## config.mk

```make
export PLATFORM = sky130hd
export DESIGN_NAME = status_register
export DESIGN_NICKNAME = d
export VERILOG_FILES = /design/src/rtl/status_register.sv
export SDC_FILE = /design/constraint.sdc
export NUM_CORES = 1
export LEC_CHECK = 0
export BUFFER_PORTS_ARGS = -buffer_cell sky130_fd_sc_hd__buf_2
export CAP_MARGIN = 10
export CORE_MARGIN = 3
export CORE_UTILIZATION = 38
export CTS_CLUSTER_DIAMETER = 50
export DETAILED_ROUTE_END_ITERATION = 12
export PLACE_DENSITY = 0.83
export SYNTH_ARGS = -nofsm -noshare
export SYNTH_HDL_FRONTEND = slang
export SYNTH_SLANG_ARGS = --single-unit
```

## constraint.sdc

```tcl
create_clock -name clk -period 1.2 [get_ports clk]
set_input_delay 0.24 -clock clk [delete_from_list [all_inputs] [get_ports clk]]
set_output_delay 0.24 -clock clk [all_outputs]
set_load 0.02 [all_outputs]
```

## src/rtl/status_register.sv

```systemverilog
`default_nettype none
// ============================================================================
// Module      : status_register
// Description : 6502 processor status (P) register. Holds N, V, D, I, Z, C;
//               applies ALU flag updates, set/clear instructions, PLP/RTI
//               pulls and BIT loads; builds the pushed P byte; detects NMI
//               falling edges and masks IRQ with a boundary-delayed I copy.
// Revision    : 1.0 - initial release
// ----------------------------------------------------------------------------
// Ports
//   clk            in   core clock, rising edge
//   reset          in   asynchronous active-high reset
//   alu_n/v/z/c    in   ALU flag results
//   nzcv_we[3:0]   in   per-flag ALU write enable {N,Z,C,V}
//   flag_op[2:0]   in   0 none,1 CLC,2 SEC,3 CLI,4 SEI,5 CLD,6 SED,7 CLV
//   bit_load       in   BIT: N<-p_din[7], V<-p_din[6], Z<-alu_z
//   p_load         in   PLP/RTI: all flags from p_din
//   p_din[7:0]     in   pulled byte / BIT operand
//   brk_push       in   B bit value placed in p_out
//   int_ack        in   interrupt sequence entered (sets I, clears NMI)
//   instr_boundary in   opcode-fetch strobe, samples I into the IRQ mask
//   irq_n          in   level IRQ, active low
//   nmi_n          in   edge NMI, active low
//   p_out[7:0]     out  {N,V,1,B,D,I,Z,C}
//   carry_out      out  C flag
//   overflow_out   out  V flag
//   decimal_out    out  D flag
//   irq_pending    out  IRQ requested and not masked
//   nmi_pending    out  latched NMI request
// ============================================================================
module status_register (
    input  logic       clk,
    input  logic       reset,
    input  logic       alu_n,
    input  logic       alu_v,
    input  logic       alu_z,
    input  logic       alu_c,
    input  logic [3:0] nzcv_we,
    input  logic [2:0] flag_op,
    input  logic       bit_load,
    input  logic       p_load,
    input  logic [7:0] p_din,
    input  logic       brk_push,
    input  logic       int_ack,
    input  logic       instr_boundary,
    input  logic       irq_n,
    input  logic       nmi_n,
    output logic [7:0] p_out,
    output logic       carry_out,
    output logic       overflow_out,
    output logic       decimal_out,
    output logic       irq_pending,
    output logic       nmi_pending
);

    localparam logic [2:0] c_OP_NONE = 3'd0;
    localparam logic [2:0] c_OP_CLC  = 3'd1;
    localparam logic [2:0] c_OP_SEC  = 3'd2;
    localparam logic [2:0] c_OP_CLI  = 3'd3;
    localparam logic [2:0] c_OP_SEI  = 3'd4;
    localparam logic [2:0] c_OP_CLD  = 3'd5;
    localparam logic [2:0] c_OP_SED  = 3'd6;
    localparam logic [2:0] c_OP_CLV  = 3'd7;

    // nzcv_we bit positions
    localparam int c_WE_N = 3;
    localparam int c_WE_Z = 2;
    localparam int c_WE_C = 1;
    localparam int c_WE_V = 0;

    logic r_n, r_v, r_d, r_i, r_z, r_c;
    logic w_n_nxt, w_v_nxt, w_d_nxt, w_i_nxt, w_z_nxt, w_c_nxt;
    logic r_i_poll;
    logic r_nmi_sync;
    logic r_nmi_prev;
    logic r_nmi_pending;
    logic w_nmi_edge;

    // ------------------------------------------------------------------------
    // Per-flag next state. Each flag resolves its own priority chain so a
    // source that does not target a flag leaves lower-priority sources free
    // to update it (e.g. CLC alongside an ALU N/Z write).
    // ------------------------------------------------------------------------
    always_comb begin
        w_n_nxt = r_n;
        w_v_nxt = r_v;
        w_d_nxt = r_d;
        w_i_nxt = r_i;
        w_z_nxt = r_z;
        w_c_nxt = r_c;

        // N
        if (p_load)                w_n_nxt = p_din[7];
        else if (bit_load)         w_n_nxt = p_din[7];
        else if (nzcv_we[c_WE_N])  w_n_nxt = alu_n;

        // V
        if (p_load)                w_v_nxt = p_din[6];
        else if (flag_op == c_OP_CLV) w_v_nxt = 1'b0;
        else if (bit_load)         w_v_nxt = p_din[6];
        else if (nzcv_we[c_WE_V])  w_v_nxt = alu_v;

        // D
        if (p_load)                   w_d_nxt = p_din[3];
        else if (flag_op == c_OP_CLD) w_d_nxt = 1'b0;
        else if (flag_op == c_OP_SED) w_d_nxt = 1'b1;

        // I: interrupt entry masks further IRQs regardless of other sources
        if (int_ack)                  w_i_nxt = 1'b1;
        else if (p_load)              w_i_nxt = p_din[2];
        else if (flag_op == c_OP_CLI) w_i_nxt = 1'b0;
        else if (flag_op == c_OP_SEI) w_i_nxt = 1'b1;

        // Z
        if (p_load)                w_z_nxt = p_din[1];
        else if (bit_load)         w_z_nxt = alu_z;
        else if (nzcv_we[c_WE_Z])  w_z_nxt = alu_z;

        // C
        if (p_load)                   w_c_nxt = p_din[0];
        else if (flag_op == c_OP_CLC) w_c_nxt = 1'b0;
        else if (flag_op == c_OP_SEC) w_c_nxt = 1'b1;
        else if (nzcv_we[c_WE_C])     w_c_nxt = alu_c;
    end

    always_ff @(posedge clk or posedge reset) begin
        if (reset) begin
            r_n <= 1'b0;
            r_v <= 1'b0;
            r_d <= 1'b0;
            r_i <= 1'b1;
            r_z <= 1'b0;
            r_c <= 1'b0;
        end else begin
            r_n <= w_n_nxt;
            r_v <= w_v_nxt;
            r_d <= w_d_nxt;
            r_i <= w_i_nxt;
            r_z <= w_z_nxt;
            r_c <= w_c_nxt;
        end
    end

    // ------------------------------------------------------------------------
    // IRQ mask copy. Sampling the pre-update I only at opcode fetch makes
    // CLI/SEI/PLP take effect one instruction late, as on the real part.
    // ------------------------------------------------------------------------
    always_ff @(posedge clk or posedge reset) begin
        if (reset) begin
            r_i_poll <= 1'b1;
        end else if (instr_boundary) begin
            r_i_poll <= r_i;
        end
    end

    // ------------------------------------------------------------------------
    // NMI edge detect. nmi_n is first captured in r_nmi_sync, then compared
    // with the previous sample, so a fall shows on nmi_pending two edges
    // later. Both stages reset to 1: if nmi_n is held low through reset
    // release, the first low samples count as a fall and exactly one NMI
    // fires after reset. This is intentional.
    // A new edge coinciding with int_ack wins, so that request is not lost.
    // ------------------------------------------------------------------------
    assign w_nmi_edge = r_nmi_prev & ~r_nmi_sync;

    always_ff @(posedge clk or posedge reset) begin
        if (reset) begin
            r_nmi_sync    <= 1'b1;
            r_nmi_prev    <= 1'b1;
            r_nmi_pending <= 1'b0;
        end else begin
            r_nmi_sync <= nmi_n;
            r_nmi_prev <= r_nmi_sync;
            if (w_nmi_edge) begin
                r_nmi_pending <= 1'b1;
            end else if (int_ack) begin
                r_nmi_pending <= 1'b0;
            end
        end
    end

    // ------------------------------------------------------------------------
    // Outputs
    // ------------------------------------------------------------------------
    assign p_out        = {r_n, r_v, 1'b1, brk_push, r_d, r_i, r_z, r_c};
    assign carry_out    = r_c;
    assign overflow_out = r_v;
    assign decimal_out  = r_d;
    assign irq_pending  = ~irq_n & ~r_i_poll;
    assign nmi_pending  = r_nmi_pending;

endmodule
`default_nettype wire

```

==> flow_metrics.tcl <==
set metrics [dict create \
    status "finished clean" \
    yosys.area_share.simple 0.133 \
    critPathMaxFanout 2 \
    synth-compound-area-share 0.156 \
    final_cell_mix "33 x buf_2, 6 x a21oi_1, 6 x nor2_1, 6 x dfrtp_1" \
    stdcell_count 103 \
    synth_mux_area_frac 0.102 \
    drv_cap 0 \
    worstHoldPathCells 1 \
    core_mm2 0.00133 \
    synthCells 56 \
    routabilityCongestion 0.661 \
    fin_ws_ns 0.0248 \
    vias 484 \
    grt_pass1_vias 448 \
    drt_iter0_drc 3 \
    critPathKind "register to output pin" \
    clock_sinks 10 \
    fin_skew_ns 0.00503 \
    die_w_um 44.2 \
    swShare 0.283 \
    net-switching-power_mw 0.236 \
    syn_nets 84 \
    wirelength_um 1130 \
    drv_slew 0 \
    cts_tree "built" \
    fp.dieH_um 44.2 \
    ys_types 19 \
    root_buffer "clkbuf_4" \
    powerDensity_mw_per_mm2 1140 \
    h-tree-depth 1 \
    dp_cells 97 \
    final_antenna_net_count 0 \
    leakagePower_nw 0.381 \
    min_period_over_period 0.979 \
    dr.pass1.iters 4 \
    setup_viol 0 \
    grt_first_pass_wirelength_um 1700 \
    synth_edf_count 0 \
    diodes 0 \
    rows 13 \
    ys_ff_latch 10 \
    cts.path.max_buffers 2 \
    hold_class "primary input to register" \
    grt_remaining_overflow 0 \
    insertion_delay_ns 0.25 \
    antenna_found_initial 0 \
    cts_made_buffers 3 \
    fillers 129 \
    clk_pin_slew_ns 0.06 \
    area_growth_syn_to_layout_pct 32.7 \
    drive_above_1_share 0.557 \
    total_power_mw 0.835 \
    synth_ff_type "dfrtp_1" \
    clock_power_share 0.273 \
    rr_worst_depth 3 \
    port_buffers 35 \
    grt_max_degree 11 \
    rsz0062_at_grt "yes" \
    crit_chain "nor2_2, buf_6" \
    yosysSeqAreaShare 0.460 \
    nNetsFinal 117 \
    critical_path.max_stage_delay_ns 0.53 \
    crit_arrival_ns 0.94 \
    min_period_ns 1.18 \
    fmax_ghz 0.851 \
    preCtsSetupSlack_ns 0.158 \
    cp-end-kind "output pin" \
    track_usage 0.120 \
    boundaryPins 41 \
    whs_ns 0.0876 \
    synthAdderAreaFrac 0 \
    start_kind "register" \
    synth_top_family_by_area "compound AO/OA/AOI/OAI gates" \
    syn_avg_cell_area_um2 9.90 \
    critPathRequiredTime_ns 0.96 \
    via_per_inst 4.70 \
    final-hold-violation-count 0 \
    dieArea_mm2 0.00195 \
    power_frac_seq 0.468 \
    dp_hpwl_um 929 \
    vdd_drop_max_mv 0.665 \
    worst_path_max_delay_cell "dfstp_2" \
    final_common_cell "buf_2" \
    yosysWarnings 0 \
    drc 0 \
    netlist_area_um2 554 \
    cellInternalPower_mw 0.599 \
    utilization 0.552 \
    routedWlPerCell_um 11.0 \
    synth_xor_area_frac 0 \
    async_reset_ff_frac 1.00 \
    comb_power_share 0.259 \
    start_util 0.416 \
]
[state kept, by name, summed over array words and instances, names as in the netlist]
name	cells
carry_out	1
decimal_out	1
nmi_pending	1
overflow_out	1
r_i	1
r_i_poll	1
r_n	1
r_nmi_prev	1
r_nmi_sync	1
r_z	1
[cell usage after synthesis, types with 2 or more instances]
cell type / number / share of area
buf_4: 9 / 0.12
o31ai_2: 2 / 0.045
nor2_1: 7 / 0.047
mux2i_1: 3 / 0.054
nand2_1: 4 / 0.027
dfrtp_1: 6 / 0.27
nand2b_1: 2 / 0.023
o21ai_0: 2 / 0.018
inv_1: 3 / 0.020
a21oi_1: 6 / 0.054
dfstp_2: 4 / 0.19
[kinds of logic (layout without fill, tap and decap cells)]
group                  Yosys count  in the layout
flip-flops                      10             10
AO/OA/AOI/OAI                   13             13
AND/OR/NAND/NOR                 15             15
multiplexers                     5              5
buffers and inverters           12             44
other                            1              1
[worst max-delay path: cells and delay by family, from the launching register on]
kind          cells  cell delay [ns]
flops             1             0.53
buf+inv           1             0.12
simple gates      1             0.04
[per-stage QoR]
step	setup TNS, ns	instance area [µm²]
final	0	736
after global routing	-0.00950	736
after CTS	-0.00542	729
after floorplan	0	554
after global placement	0	681
after detailed placement	0	681
[power by group through the flow]
| stage | registers [mW] | logic (mW) | clock network (mW) |
|---|---|---|---|
| finish | 0.391 | 0.216 | 0.228 |
| floorplan | 0.411 | 0.135 | 0 |
| detailed placement | 0.398 | 0.206 | 0 |
| CTS | 0.391 | 0.217 | 0.241 |
| global route | 0.396 | 0.236 | 0.254 |
| global placement | 0.396 | 0.201 | 0 |
[routing by layer]
metal,vias up,global-route usage,wire (µm)
met5,-,0,0
met4,0,0.0542,15
met3,2,0.0447,132
met2,26,0.206,558
met1,213,0.129,427
li1,243,-,-
[layout make-up]
class / count / area [µm²] / share of cell area
flip-flops and latches: 10 / 255 / 0.347
multi-input cells: 34 / 223 / 0.303
repair buffers: 37 / 201 / 0.274
clock buffers: 4 / 26.3 / 0.0357
well taps: 15 / 18.8 / 0.0255
inverters: 3 / 11.3 / 0.0153
[final timing paths]
kind                       slack, ns  startpoint          end
setup / recovery                0.02    r_i_poll  irq_pending
hold / removal                  0.09       nmi_n   r_nmi_sync
setup reg to reg                0.17   carry_out    carry_out
hold reg to reg                 0.37  r_nmi_sync   r_nmi_prev
max in group asynchronous       0.40       reset   r_nmi_sync
min in group asynchronous       0.49       reset          r_n
[repair_timing]
item | in CTS | in global routing
endpoints found under the setup margin | 2 | 1
resized for setup | 2 | 2
hold buffers | 1 | 0
pin swaps | 1 | 0
setup buffers | 1 | 0
endpoints found under the hold margin | 6 | 0
(Power assumes the default switching activity.)
